<file path="config.mk">
export PLATFORM = sky130hd
export DESIGN_NAME = ingress_port_arbiter
export DESIGN_NICKNAME = d
export VERILOG_FILES = /design/src/rtl/dataplane_pkg.sv /design/src/rtl/axis_skid_buffer.sv /design/src/rtl/ingress_port_arbiter.sv
export SDC_FILE = /design/constraint.sdc
export NUM_CORES = 1
export LEC_CHECK = 0
export ABC_AREA = 1
export CAP_MARGIN = 20
export CORE_ASPECT_RATIO = 1.75
export CORE_MARGIN = 2
export CORE_UTILIZATION = 40
export DETAILED_ROUTE_END_ITERATION = 10
export PLACE_DENSITY = 0.7
export SETUP_SLACK_MARGIN = 0.15
export SYNTH_ARGS = -nofsm -noshare
export SYNTH_HDL_FRONTEND = slang
export SYNTH_SLANG_ARGS = --single-unit
</file>
<file path="constraint.sdc">
create_clock -name clk -period 15.7 [get_ports clk]
set_input_delay 4.71 -clock clk [delete_from_list [all_inputs] [get_ports clk]]
set_output_delay 4.71 -clock clk [all_outputs]
set_load 0.02 [all_outputs]
</file>
<file path="src/rtl/dataplane_pkg.sv">
// Shared dataplane types: arbiter FSM states, counter width and port-id width helper.
package dataplane_pkg;

  typedef enum logic [1:0] {
    ARB_IDLE,
    ARB_XFER,
    ARB_ABORT
  } arb_state_t;

  localparam int unsigned PKT_CNT_W = 32;

  function automatic int unsigned pid_width(input int unsigned n);
    if (n <= 1) begin
      return 1;
    end
    return $clog2(n);
  endfunction

endpackage

</file>
<file path="src/rtl/axis_skid_buffer.sv">
// Two-entry registered AXI-Stream slice carrying data, keep, last, port id and error flag.
// in_ready depends only on the skid register, so it never combinationally follows out_ready.
module axis_skid_buffer #(
  parameter int unsigned DATA_WIDTH = 64,
  parameter int unsigned PID_W      = 2
) (
  input  logic                    clk,
  input  logic                    rst,
  input  logic                    in_valid,
  output logic                    in_ready,
  input  logic [DATA_WIDTH-1:0]   in_data,
  input  logic [DATA_WIDTH/8-1:0] in_keep,
  input  logic                    in_last,
  input  logic [PID_W-1:0]        in_pid,
  input  logic                    in_terr,
  output logic                    out_valid,
  input  logic                    out_ready,
  output logic [DATA_WIDTH-1:0]   out_data,
  output logic [DATA_WIDTH/8-1:0] out_keep,
  output logic                    out_last,
  output logic [PID_W-1:0]        out_pid,
  output logic                    out_terr
);

  localparam int unsigned PW = DATA_WIDTH + DATA_WIDTH / 8 + PID_W + 2;

  logic [PW-1:0] in_pl;
  logic [PW-1:0] out_q;
  logic [PW-1:0] skid_q;
  logic          out_valid_q;
  logic          skid_valid_q;
  logic          in_fire;

  assign in_pl    = {in_data, in_keep, in_last, in_pid, in_terr};
  assign in_ready = ~skid_valid_q;
  assign in_fire  = in_valid & in_ready;

  assign out_valid = out_valid_q;
  assign {out_data, out_keep, out_last, out_pid, out_terr} = out_q;

  always_ff @(posedge clk or posedge rst) begin
    if (rst) begin
      out_q        <= '0;
      skid_q       <= '0;
      out_valid_q  <= 1'b0;
      skid_valid_q <= 1'b0;
    end else if (out_ready || !out_valid_q) begin
      // Output slot free: refill from the skid entry first to preserve order.
      if (skid_valid_q) begin
        out_q        <= skid_q;
        out_valid_q  <= 1'b1;
        skid_valid_q <= 1'b0;
      end else begin
        out_valid_q <= in_fire;
        if (in_fire) begin
          out_q <= in_pl;
        end
      end
    end else if (in_fire) begin
      skid_q       <= in_pl;
      skid_valid_q <= 1'b1;
    end
  end

endmodule

</file>
<file path="src/rtl/ingress_port_arbiter.sv">
// Packet-granular round-robin merge of NUM_PORTS AXI-Stream ports with per-port packet counters.
// Optional mid-packet stall abort and drain enabled by defining STALL_TIMEOUT_EN.
module ingress_port_arbiter
  import dataplane_pkg::*;
#(
  parameter int unsigned  NUM_PORTS      = 4,
  parameter int unsigned  DATA_WIDTH     = 64,
  parameter int unsigned  TIMEOUT_CYCLES = 1024,
  localparam int unsigned PID_W          = pid_width(NUM_PORTS),
  localparam int unsigned KEEP_W         = DATA_WIDTH / 8
) (
  input  logic                           clk,
  input  logic                           rst,
  input  logic [NUM_PORTS-1:0]           s_tvalid,
  input  logic [NUM_PORTS*DATA_WIDTH-1:0] s_tdata,
  input  logic [NUM_PORTS*KEEP_W-1:0]    s_tkeep,
  input  logic [NUM_PORTS-1:0]           s_tlast,
  output logic [NUM_PORTS-1:0]           s_tready,
  input  logic [NUM_PORTS-1:0]           port_en,
  output logic                           m_tvalid,
  output logic [DATA_WIDTH-1:0]          m_tdata,
  output logic [KEEP_W-1:0]              m_tkeep,
  output logic                           m_tlast,
  output logic [PID_W-1:0]               m_port_id,
  output logic                           m_terr,
  input  logic                           m_tready,
  output logic [NUM_PORTS*PKT_CNT_W-1:0] pkt_cnt
);

  if (NUM_PORTS < 1 || NUM_PORTS > 16 || DATA_WIDTH % 8 != 0 || TIMEOUT_CYCLES < 1)
  begin : g_param_check
    $error("ingress_port_arbiter: unsupported parameter set");
  end

  arb_state_t                           state_q, state_d;
  logic [PID_W-1:0]                     grant_q, grant_d;
  logic [PID_W-1:0]                     rr_q, rr_d;
  logic [PID_W-1:0]                     next_ptr;
  logic [NUM_PORTS-1:0][PKT_CNT_W-1:0]  cnt_q;
  logic [NUM_PORTS-1:0]                 cand;
  logic                                 found;
  logic [PID_W-1:0]                     pick;

  logic                  g_valid, g_last;
  logic [DATA_WIDTH-1:0] g_data;
  logic [KEEP_W-1:0]     g_keep;
  logic                  accept;

  logic                  sk_valid, sk_ready, sk_last, sk_terr;
  logic [DATA_WIDTH-1:0] sk_data;
  logic [KEEP_W-1:0]     sk_keep;

  assign g_valid = s_tvalid[grant_q];
  assign g_last  = s_tlast[grant_q];
  assign g_data  = s_tdata[32'(grant_q) * DATA_WIDTH +: DATA_WIDTH];
  assign g_keep  = s_tkeep[32'(grant_q) * KEEP_W +: KEEP_W];
  assign accept  = (state_q == ARB_XFER) & g_valid & sk_ready;

  assign next_ptr = (grant_q == PID_W'(NUM_PORTS - 1)) ? '0 : grant_q + 1'b1;
  assign pkt_cnt  = cnt_q;

`ifdef STALL_TIMEOUT_EN
  localparam int unsigned TMO_W = $clog2(TIMEOUT_CYCLES + 1);

  logic [TMO_W-1:0]     stall_q;
  logic                 beat_seen_q;
  logic [NUM_PORTS-1:0] drain_q, drain_d;

  assign cand = s_tvalid & port_en & ~drain_q;
`else
  assign cand = s_tvalid & port_en;
`endif

  // Round-robin search starting at rr_q, wrapping modulo NUM_PORTS.
  always_comb begin
    int unsigned idx;
    found = 1'b0;
    pick  = rr_q;
    idx   = 0;
    for (int unsigned i = 0; i < NUM_PORTS; i++) begin
      idx = (32'(rr_q) + i) % NUM_PORTS;
      if (!found && cand[idx]) begin
        found = 1'b1;
        pick  = PID_W'(idx);
      end
    end
  end

  always_comb begin
    state_d  = state_q;
    grant_d  = grant_q;
    rr_d     = rr_q;
    sk_valid = 1'b0;
    sk_data  = g_data;
    sk_keep  = g_keep;
    sk_last  = g_last;
    sk_terr  = 1'b0;
    s_tready = '0;
    case (state_q)
      ARB_IDLE: begin
        if (found) begin
          grant_d = pick;
          state_d = ARB_XFER;
        end
      end
      ARB_XFER: begin
        s_tready[grant_q] = sk_ready;
        sk_valid          = g_valid;
        if (accept && g_last) begin
          rr_d    = next_ptr;
          state_d = ARB_IDLE;
        end
`ifdef STALL_TIMEOUT_EN
        else if (beat_seen_q && !g_valid && stall_q == TMO_W'(TIMEOUT_CYCLES - 1)) begin
          state_d = ARB_ABORT;
        end
`endif
      end
`ifdef STALL_TIMEOUT_EN
      ARB_ABORT: begin
        // Synthetic terminating beat closes the packet downstream.
        sk_valid = 1'b1;
        sk_data  = '0;
        sk_keep  = '0;
        sk_last  = 1'b1;
        sk_terr  = 1'b1;
        if (sk_ready) begin
          rr_d    = next_ptr;
          state_d = ARB_IDLE;
        end
      end
`endif
      default: state_d = ARB_IDLE;
    endcase
`ifdef STALL_TIMEOUT_EN
    s_tready = s_tready | drain_q;
`endif
  end

  always_ff @(posedge clk or posedge rst) begin
    if (rst) begin
      state_q <= ARB_IDLE;
      grant_q <= '0;
      rr_q    <= '0;
      cnt_q   <= '0;
    end else begin
      state_q <= state_d;
      grant_q <= grant_d;
      rr_q    <= rr_d;
      if (accept && g_last) begin
        cnt_q[grant_q] <= cnt_q[grant_q] + 1'b1;
      end
    end
  end

`ifdef STALL_TIMEOUT_EN
  always_comb begin
    drain_d = drain_q;
    for (int unsigned i = 0; i < NUM_PORTS; i++) begin
      if (drain_q[i] && s_tvalid[i] && s_tlast[i]) begin
        drain_d[i] = 1'b0;
      end
    end
    if (state_q == ARB_ABORT && sk_ready) begin
      drain_d[grant_q] = 1'b1;
    end
  end

  always_ff @(posedge clk or posedge rst) begin
    if (rst) begin
      stall_q     <= '0;
      beat_seen_q <= 1'b0;
      drain_q     <= '0;
    end else begin
      drain_q <= drain_d;
      if (state_q != ARB_XFER) begin
        stall_q     <= '0;
        beat_seen_q <= 1'b0;
      end else if (accept) begin
        stall_q     <= '0;
        beat_seen_q <= 1'b1;
      end else if (beat_seen_q && !g_valid) begin
        stall_q <= stall_q + 1'b1;
      end
    end
  end
`endif

  axis_skid_buffer #(
    .DATA_WIDTH (DATA_WIDTH),
    .PID_W      (PID_W)
  ) u_skid (
    .clk       (clk),
    .rst       (rst),
    .in_valid  (sk_valid),
    .in_ready  (sk_ready),
    .in_data   (sk_data),
    .in_keep   (sk_keep),
    .in_last   (sk_last),
    .in_pid    (grant_q),
    .in_terr   (sk_terr),
    .out_valid (m_tvalid),
    .out_ready (m_tready),
    .out_data  (m_tdata),
    .out_keep  (m_tkeep),
    .out_last  (m_tlast),
    .out_pid   (m_port_id),
    .out_terr  (m_terr)
  );

endmodule

</file>
==> Word level (Yosys, flattened, before mapping) <==
Index checks and enable logic that the tools add are counted.
{ "totals": {"ff_bits": 287, "out_inout_bits": 209} }
{ "op_classes": {"addsub": 5, "n_lt_le_gt_ge": 6, "eq_ne": 4, "shift": 2, "n_mux": 37, "bitwise_logic": 7, "reduce_logical": 18} }
{ "op_table": {"columns": ["operator", "n"], "rows": [
  ["variable part select 256 x 9 -> 64 bit", 1],
  ["two-way mux 76 bit", 2],
  ["bitwise mux 128 bit", 1],
  ["binary-select mux 32 bit (select 2 bit)", 1],
  ["demux 32 bit (select 2 bit)", 1],
  ["two-way mux 32 bit", 2],
  ["adder 32 x 1 -> 32 bit, second input constant", 1],
  ["variable part select 32 x 6 -> 8 bit", 1],
  ["less-than comparator 2 x 3 -> 1 bit, second input constant", 5],
  ["two-way mux 1 bit", 15],
  ["binary-select mux 1 bit (select 2 bit)", 6],
  ["two-way mux 2 bit", 6],
  ["AND reduction 2 bit", 5],
  ["bitwise AND 4 bit", 2],
  ["logical AND 1 bit", 5],
  ["adder 2 x 1 -> 2 bit, second input constant", 2],
  ["adder 2 bit, second input constant", 2],
  ["logical NOT 1 bit", 4],
  ["two-way mux 4 bit", 1],
  ["case mux 2 bit (2 select lines)", 1],
  ["nonzero test 2 bit", 2],
  ["bitwise AND 1 bit", 3],
  ["demux 1 bit (select 2 bit)", 1],
  ["equality test 2 x 1 -> 1 bit, second input constant", 1],
  ["7 further kinds", 8]
]} }

==> Logic depth before layout (Yosys ltp) <==
Gate-level depths: netlist of the first run.
{ "logic_depth": {"ltp_word": 15, "depth_mapped": 16, "mapped_depth_nobuf": 15} }

==> By module <==
Synthesis of the first run repeated with hierarchy kept, for this count alone.
{ "unflattened": {"cells_unflattened": 2524, "hier_area_um2": 16895.0} }
{ "modules_own_cells": {"columns": ["module", "n_inst", "cells_each", "area_each_um2", "seq_area_each_um2"], "rows": [
  ["ingress_port_arbiter", 1, 1614, 9949.5, 3328.2],
  ["axis_skid_buffer", 1, 910, 6945.4, 3853.7]
]} }

==> Worst setup path after synthesis of the first run <==
OpenSTA, ideal clock, no wires.
{ "synth_timing": {"path_kind": "flip-flop to output port", "startpoint": "reg grant_q[1]", "endpoint": "out s_tready[1]", "t_arrival_ns": 1.853, "required_time_ns": 10.990, "path_slack_ns": 9.137, "path_stages_with_launch": 10, "n_path_buf": 5, "path_cell_list": "dfrtp_1 -> inv_2 -> buf_2 -> buf_2 -> buf_2 -> buf_4 -> buf_2 -> ha_1 -> inv_1 -> nor2_1"} }
{ "synth_via": {"elab_chain_len": 6, "word_cells_on_any_way": 7} }
{ "synth_lines": {"columns": ["item", "line", "rtl"], "rows": [
  ["from (decl)", "ingress_port_arbiter.sv:36", "logic [PID_W-1:0] grant_q, grant_d;"],
  ["from (signal assigned)", "ingress_port_arbiter.sv:148", "grant_q <= grant_d;"],
  ["less-than comparator 2 x 3 -> 1 bit (not written as such) / greater-or-equal comparator 2 x 1 -> 1 bit (equally long branches)", "ingress_port_arbiter.sv:107", "s_tready[grant_q] = sk_ready;"],
  ["logical AND 1 bit (not written as such)", "ingress_port_arbiter.sv:107", null],
  ["two-way mux 1 bit (not written as such)", "ingress_port_arbiter.sv:107", null],
  ["demux 1 bit (select 2 bit) *", "ingress_port_arbiter.sv:107", null],
  ["bitwise AND 4 bit (no line) *", null, null],
  ["two-way mux 4 bit *", "ingress_port_arbiter.sv:99", "case (state_q)"],
  ["to (decl)", "ingress_port_arbiter.sv:18", "output logic [NUM_PORTS-1:0] s_tready,"]
]} }
Mark *: on every way between the ends. The rest lies on a longest branch, timed or not.

==> Worst setup path after layout of the first run <==
{ "layout_timing": {"startpoint": "reg grant_q[0]", "endpoint": "out s_tready[0]"} }
Same word-level chain as after synthesis.

==> impl_metrics.ini, run 1 <==
[logic_synthesis]
synthArstFlopShare_pct = 100
synth_top_flop_cell = dfrtp_1
ys_warn_count = 0
synth_top_cell_area_share_pct = 44.5
ys_seq_elements = 285
synth_area_leader_cell = dfrtp_1
synth_edf_count = 0
seq_area_frac_synth_pct = 44.5
synth_cells = 2362
yosysUniqueCellTypes = 31
synth_nets = 2670
syn_area_per_cell_um2 = 6.79
ys_top_cells_by_area = dfrtp_1, nand2_1, nor2_1
netlist_area_um2 = 16000

[grt]
grt_pass1_vias = 16976
grt_first_pass_wirelength_um = 97300
grt_usage_pct = 30.0
grt.overflow.total = 0
antenna_found_initial = 10
grt_max_degree = 177

[detailed_routing]
wire_per_inst_um = 19.8
drc = 0
vias_per_cell = 5.38
highest_layer = met5
vias = 17685
wl_met1_um = 23200
wl_met3_um = 5190
wl_um = 65000
route.antenna.remaining_nets = 0
dr.first_iter.drc_count = 1207
wl_met2_um = 32500
drt_pass1_iterations = 5

[setup_path]
arrival_ps = 3130
worstPathRequired_ps = 10990
timing.critical_path.from = grant_q[0]
setup.worst_path.class = flip-flop to output port
cp_max_fo = 111
end_kind = output port
r2r_start = grant_q[0]
worstSetupStartpointType = flip-flop
r2r_setup_slack_ps = 10480

[clock_network]
cts_setup_buffers = 0
cts_buffer_depth = 3
ctsHoldBuffers = 0
cts_tree = done
clkTransAtPathRegs_ps = 60
numCtsBuffers = 28
cts_resized = 0
cts_max_level = 1
clock_tree.root_cell = clkbuf_16
clk_latency_ps = 560
clock-sinks = 285

[outcome]
status = finished, final reports clean

[floorplan]
fp.coreArea_um2 = 39800
fp.dieH_um = 269
io_pins = 512
num_rows = 97
fp.dieArea_um2 = 41800
fp.dieW_um = 155
initial_core_util_pct = 40.3

[sta]
timing.setup.tns_ps = 0
fmax_mhz = 128
finalCritPeriodShare_pct = 49.9
maxSlewViolCount = 0
max_slew.worst_pin.slew_ps = 1100
grt_setup_unrepaired = no
fin_hold_ws_ps = 470
hold_violations = 0
finClkSkew_ps = 12.1
finalSetupViolCount = 0
finalCriticalPeriod_ps = 7840
max-slew-margin-rel_pct = 26.6

[hold_path]
min_from = u_skid.skid_q[30]
hold_path.class = flip-flop to flip-flop

[power_and_ir_drop]
powerDensity_nw_per_um2 = 206
max-vdd-ir-drop_mv = 0.139
static-leakage-power_nw = 10.3

[layout]
nNetsFinal = 3073
synthToLayoutAreaGrowth_pct = 38.8
drive_gt1_share_pct = 3.19

[place]
port-buffer-count = 510
place_congestion = 1.04
hpwlAfterDp_um = 45500

[flow_run]
cap_violations = 0
==> routing by layer <==
metal,global-route usage [%],vias up
li1,-,8412
met4,17.1,6
met3,6.81,174
met2,53.5,759
met1,32.6,8334
met5,0,-
==> path summary, 6_finish.rpt <==
check | end | depth (start not counted)
max | s_tready[0] | 5
min | u_skid.skid_q[30] | 2
max reg2reg | pkt_cnt[101] | 10
min reg2reg | u_skid.skid_q[30] | 2
max in group asynchronous | u_skid.skid_q[25] | 4
min in group asynchronous | u_skid.skid_q[61] | 2
==> area by class of cell <==
type                    count  area [um^2]
clock inverters            17          213
flip-flops and latches    285         7140
clock buffers              35          788
diodes                      7         17.5
well taps                 495          619
repair buffers            524         5220
fillers                  3725        17500
multi-input cells        1860         7990
inverters                  66          265
==> placed cells by master (no fill, tap or decap), types with 4 or more instances in the layout <==
cell / count
dfrtp_1: 282
inv_2: 5
xor2_1: 15
o21ai_1: 9
bufinv_16: 4
nor2_1: 290
buf_4: 13
nor2_2: 4
clkbuf_16: 29
clkbuf_8: 4
clkinvlp_4: 5
clkinv_2: 4
ha_1: 5
nand3_1: 127
o22ai_1: 73
inv_1: 57
nand2_1: 1044
diode_2: 7
clkdlybuf4s50_1: 510
nand4_1: 5
o21ai_0: 195
nor2_4: 4
a31oi_1: 75
==> flip-flops by register name (all words and copies together), names as in the netlist <==
| register | cells |
|---|---|
| u_skid.skid_valid_q | 1 |
| grant_q | 2 |
| rr_q | 2 |
| pkt_cnt | 128 |
| u_skid.out_valid | 1 |
| state_q | 1 |
| u_skid.out_q | 75 |
| u_skid.skid_q | 75 |
==> cell families after synthesis <==
| family | count (synthesis) | share of synthesized area, % |
|---|---|---|
| other | 1 | 0.0234 |
| flip-flops | 285 | 44.5 |
| adder cells (fa/ha/maj) | 5 | 0.390 |
| XOR/XNOR | 15 | 0.819 |
| AO/OA/AOI/OAI | 360 | 12.5 |
| AND/OR/NAND/NOR | 1479 | 36.0 |
| buffers and inverters | 217 | 5.73 |
==> Yosys cell counts (all sizes together), types with 2 or more instances <==
master	n
a31oi	75
buf	61
clkbuf	90
dfrtp	285
ha	5
inv	65
nand2	1045
nand3	127
nand4	5
nor2	298
nor3	3
o211ai	2
o21ai	207
o22ai	73
xor2	15
==> where the power goes <==
group | switching (mW) | internal [mW] | total [mW] | leakage [nW]
clock | 0.306 | 0.425 | 0.731 | 0.479
combinational | 1.66 | 0.903 | 2.56 | 6.21
sequential | 0.243 | 1.05 | 1.29 | 3.57
total | 2.21 | 2.37 | 4.58 | 10.3
==> critical path, cell delays in order, from the launching register on <==
cell and delay, ps:
dfrtp_4 720, inv_6 660, ha_1 260, inv_1 70
nor2_1 170, clkdlybuf4s50_1 670
==> through the flow <==
stage	cell area, um^2	worst slack, ps	utilization [%]	power (mW)	std cells
global placement	21200	7750	53.4	3.80	3230
CTS	22200	7770	55.9	4.60	3282
global route	22200	7690	55.9	4.91	3283
finish	22300	7860	55.9	4.58	3289
floorplan	16000	3130	-	2.83	2362
detailed placement	21200	7710	53.4	3.86	3230
(Power assumes the default switching activity.)
==> inputs of run 2 (changes only) <==
Settings changed: PLACE_DENSITY 0.7 to 0.72.
Clock period 15.7 ns to 7.21 ns, I/O delays scaled along.
==> run 2 against run 1 <==
Power grew 120%; worst setup slack lost 5900 ps; final cell count is essentially flat; cell area shrank 0.19%; flip-flop and latch count is the same; via count grew 0.57%; critical path type unchanged; wire length shrank 0.69%.
==> impl_metrics.ini, run 2 (synthesis gave the netlist of run 1 again) <==
[layout]
synthToLayoutAreaGrowth_pct = 38.6
nNetsFinal = 3076
largest_reg_flops = 128
nFillCells = 3758
mostFrequentLayoutCell = nand2_1
post-route-util_pct = 55.8
drive_gt1_share_pct = 3.23
layout_common_cells = nand2_1, clkdlybuf4s50_1, nor2_1, dfrtp_1, o21ai_0

[sta]
max-slew-margin-rel_pct = 34.9
max_slew.worst_pin.slew_ps = 976
finalCritPeriodShare_pct = 73.1
finalSetupViolCount = 0
timing.setup.tns_ps = 0
finClkSkew_ps = 21.8
fmax_mhz = 190
worst_slack_ps = 1940
hold_violations = 0
grt_setup_unrepaired = no
maxSlewViolCount = 0
finalCriticalPeriod_ps = 5270

[outcome]
status = finished, final reports clean

[clock_network]
cts_max_level = 1
cts_setup_buffers = 0
clkTransAtPathRegs_ps = 60
cts_buffer_depth = 3
ctsHoldBuffers = 0
clock-sinks = 285
cts_resized = 0
clk_latency_ps = 570
cts_tree = done
numCtsBuffers = 28
clock_tree.root_cell = clkbuf_16

[flow_run]
cap_violations = 0

[hold_path]
hold_path.class = flip-flop to flip-flop
min_from = u_skid.skid_q[10]

[place]
post-place-ws_ps = 2000
port-buffer-count = 510
hpwlAfterDp_um = 45900
place_congestion = 1.02

[setup_path]
worstPathRequired_ps = 5050
setup.worst_path.class = flip-flop to output port
worstSetupStartpointType = flip-flop
cp_max_fo = 83
r2r_start = grant_q[0]
arrival_ps = 3110
timing.critical_path.from = grant_q[0]
end_kind = output port

[floorplan]
fp.dieW_um = 155
num_rows = 97
fp.dieH_um = 269
initial_core_util_pct = 40.3
fp.dieArea_um2 = 41800
io_pins = 512
fp.coreArea_um2 = 39800

[grt]
grt_max_degree = 145
antenna_found_initial = 5
grt_usage_pct = 30.0
grt_pass1_vias = 16910
grt.overflow.total = 0
grt_first_pass_wirelength_um = 97700

[detailed_routing]
drc = 0
vias_per_cell = 5.41
drt_pass1_iterations = 5
wire_per_inst_um = 19.6
dr.first_iter.drc_count = 1224
route.antenna.remaining_nets = 0
wl_um = 64600
vias = 17785

[power_and_ir_drop]
max-vdd-ir-drop_mv = 0.286
static-leakage-power_nw = 10.3
powerDensity_nw_per_um2 = 446
power_mw = 9.90
run 2: path summary, 6_finish.rpt:
check                               endpoint  slack, ps  cells after the start
setup / recovery                 s_tready[0]       1940                      5
hold reg to reg            u_skid.skid_q[10]        470                      2
max in group asynchronous        pkt_cnt[57]       4290                      3
hold / removal             u_skid.skid_q[10]        470                      2
setup reg to reg                  pkt_cnt[1]       2460                     10
min in group asynchronous  u_skid.skid_q[55]       2160                      3
run 2: critical path, cell delays in order, from the launching register on:
cell	delay, ps
dfrtp_4	790
inv_6	560
ha_1	240
inv_1	70
nor2_1	200
clkdlybuf4s50_1	670
run 2: final cells by class:
type / instances / area (um^2) / share of cell area [%]
tap: 495 / 619 / 2.79
timing repair buffer: 527 / 5260 / 23.7
clock buffer: 38 / 798 / 3.59
sequential: 285 / 7140 / 32.1
antenna: 2 / 5.00 / 0.0225
multi-input combinational: 1860 / 7990 / 36.0
clock inverter: 14 / 141 / 0.636
inverter: 66 / 262 / 1.18
run 2: per-stage QoR:
step	hold WS, ps	cells	area, um^2
floorplan	442	2362	16000
global route	488	3287	22200
finish	470	3287	22200
global placement	452	3233	21300
CTS	474	3285	22200
detailed placement	458	3233	21300
run 2: power breakdown:
group / total (mW) / switching, mW / leakage [nW] / internal [mW]
logic: 5.52 / 3.55 / 6.23 / 1.97
registers: 2.88 / 0.601 / 3.57 / 2.28
clock network: 1.51 / 0.657 / 0.468 / 0.850
total: 9.90 / 4.81 / 10.3 / 5.09
run 2: per-layer routing:
layer  global-route usage [%]  share of wire, %  vias up
met2                     53.0                50      800
li1                         -                 -     8421
met1                     32.6                35     8370
met4                     18.9               7.0        6
met5                        0             0.059        -
met3                     6.38               8.0      188
==> inputs of run 3 (changes only) <==
Settings changed: PLACE_DENSITY 0.72 to 0.7.
Clock period 7.21 ns to 5.29 ns, I/O delays scaled along.
==> run 3 against run 2 <==
Critical path depth unchanged; die area unchanged; count of clock-buffer cells in the layout up 2; register-to-register slack worse by 1300 ps; critical path type unchanged; largest cell class unchanged; flip-flop and latch count unchanged; largest power group unchanged; core utilization up 0.25 points; sequential share of layout area down 0.14 points.
==> impl_metrics.ini, run 3 (synthesis gave the netlist of run 1 again) <==
[clock_network]
clock-sinks = 285
ctsHoldBuffers = 0
cts_buffer_depth = 3
clkTransAtPathRegs_ps = 60
clk_latency_ps = 560
clock_tree.root_cell = clkbuf_16
numCtsBuffers = 28
cts_setup_buffers = 0
cts_resized = 0
cts_max_level = 1
cts_tree = done

[sta]
finalSetupViolCount = 0
max-slew-margin-rel_pct = 29.1
fmax_mhz = 230
finalCriticalPeriod_ps = 4340
finalCritPeriodShare_pct = 82.1
max_slew.worst_pin.slew_ps = 1060
fin_hold_ws_ps = 470
hold_violations = 0
maxSlewViolCount = 0
grt_setup_unrepaired = no
finClkSkew_ps = 9.07

[setup_path]
reg2regPathDepth = 7
crit_cells = 5
arrival_ps = 2760
worstSetupStartpointType = flip-flop
crit_path_top_delay_cell = dfrtp_4
end_kind = output port
cp_max_fo = 58
cp_cell_sequence = inv_6 > ha_1 > inv_1 > nor2_1 > clkdlybuf4s50_1
worstPathRequired_ps = 3700
slowest_delay_ps = 700
cp.buffers_inverters = 3
cpLargestDelayFamily = buffers and inverters
setup.worst_path.class = flip-flop to output port

[detailed_routing]
dr.first_iter.drc_count = 1222
route.antenna.remaining_nets = 0
vias_per_cell = 5.37
drt_pass1_iterations = 5
vias = 17670
wire_per_inst_um = 19.6
drc = 0
wl_um = 64700

[place]
hpwlAfterDp_um = 45800
place_congestion = 1.02
port-buffer-count = 510

[floorplan]
io_pins = 512
num_rows = 97
fp.coreArea_um2 = 39800
fp.dieW_um = 155
initial_core_util_pct = 40.3
fp.dieArea_um2 = 41800
fp.dieH_um = 269

[grt]
grt_first_pass_wirelength_um = 97600
grt_max_degree = 137
antenna_found_initial = 3
grt.overflow.total = 0
grt_usage_pct = 30.0
grt_pass1_vias = 17131

[layout]
seq_area_um2 = 7140
nNetsFinal = 3081
largest_reg_flops = 128
synthToLayoutAreaGrowth_pct = 39.2
multiInputGateArea_um2 = 7990
drive_gt1_share_pct = 3.26
mostFrequentLayoutCell = nand2_1
nFillCells = 3769
layout_common_cells = nand2_1, clkdlybuf4s50_1, nor2_1, dfrtp_1, o21ai_0

[hold_path]
min_path_cells = 2
hold_path.class = flip-flop to flip-flop

[power_and_ir_drop]
max-vdd-ir-drop_mv = 0.353
powerDensity_nw_per_um2 = 609
static-leakage-power_nw = 10.3
power_mw = 13.6

[outcome]
status = finished, final reports clean

[flow_run]
cap_violations = 0
## run 3: cell count changes in the layout (fill, tap and decap cells not counted), sizes merged
cell	previous run	this run
clkinv	11	5
buf	17	22
clkinvlp	2	3
clkbuf	38	40
diode	2	3
bufinv	2	3
## run 3: cell type report
| type | instances | share of cell area, % |
|---|---|---|
| clock inverter | 10 | 0.583 |
| multi-input combinational | 1860 | 35.8 |
| clock buffer | 40 | 3.66 |
| inverter | 66 | 1.17 |
| tap | 495 | 2.78 |
| timing repair buffer | 532 | 24.0 |
| antenna | 3 | 0.0336 |
| sequential | 285 | 32.0 |
## run 3: power breakdown
part	internal, mW	switching [mW]	total, mW	leakage [nW]
sequential	3.10	0.786	3.89	3.57
combinational	2.72	4.90	7.62	6.27
clock	1.22	0.869	2.08	0.463
## run 3: final timing paths
| kind | slack [ps] | end | from |
|---|---|---|---|
| max | 950 | s_tready[0] | grant_q[0] |
| min | 470 | u_skid.skid_q[17] | u_skid.skid_q[17] |
| max reg2reg | 1180 | u_skid.out_q[39] | grant_q[0] |
| min reg2reg | 470 | u_skid.skid_q[17] | u_skid.skid_q[17] |
| max in group asynchronous | 3070 | pkt_cnt[82] | rst |
| min in group asynchronous | 1360 | u_skid.out_q[46] | rst |
## run 3: through the flow
| step | area (um^2) | utilization (%) | instances | setup WS (ps) | TNS (ps) |
|---|---|---|---|---|---|
| 2_1_floorplan | 16000 | - | 2362 | -74.2 | -21160 |
| 4_1_cts | 22300 | 56.0 | 3288 | 941 | 0 |
| 5_1_grt | 22300 | 56.0 | 3289 | 811 | 0 |
| 3_3_place_gp | 21300 | 53.6 | 3237 | 1280 | 0 |
| 3_5_place_dp | 21400 | 53.7 | 3238 | 1280 | 0 |
| 6_report | 22300 | 56.1 | 3291 | 945 | 0 |
## run 3: worst reg2reg max path: stages, from the launching register on
cell     delay (ps)
dfrtp_4         700
inv_6           430
buf_4           880
buf_4           760
o21ai_0         420
o22ai_1         560
nand2_1         100
a31oi_1         190
## run 3: metal layers
metal | global-route usage, % | part of all wire [%]
met5 | 0 | 0.022
met4 | 19.3 | 6.9
met3 | 5.45 | 7.3
met2 | 53.6 | 50
met1 | 32.5 | 35
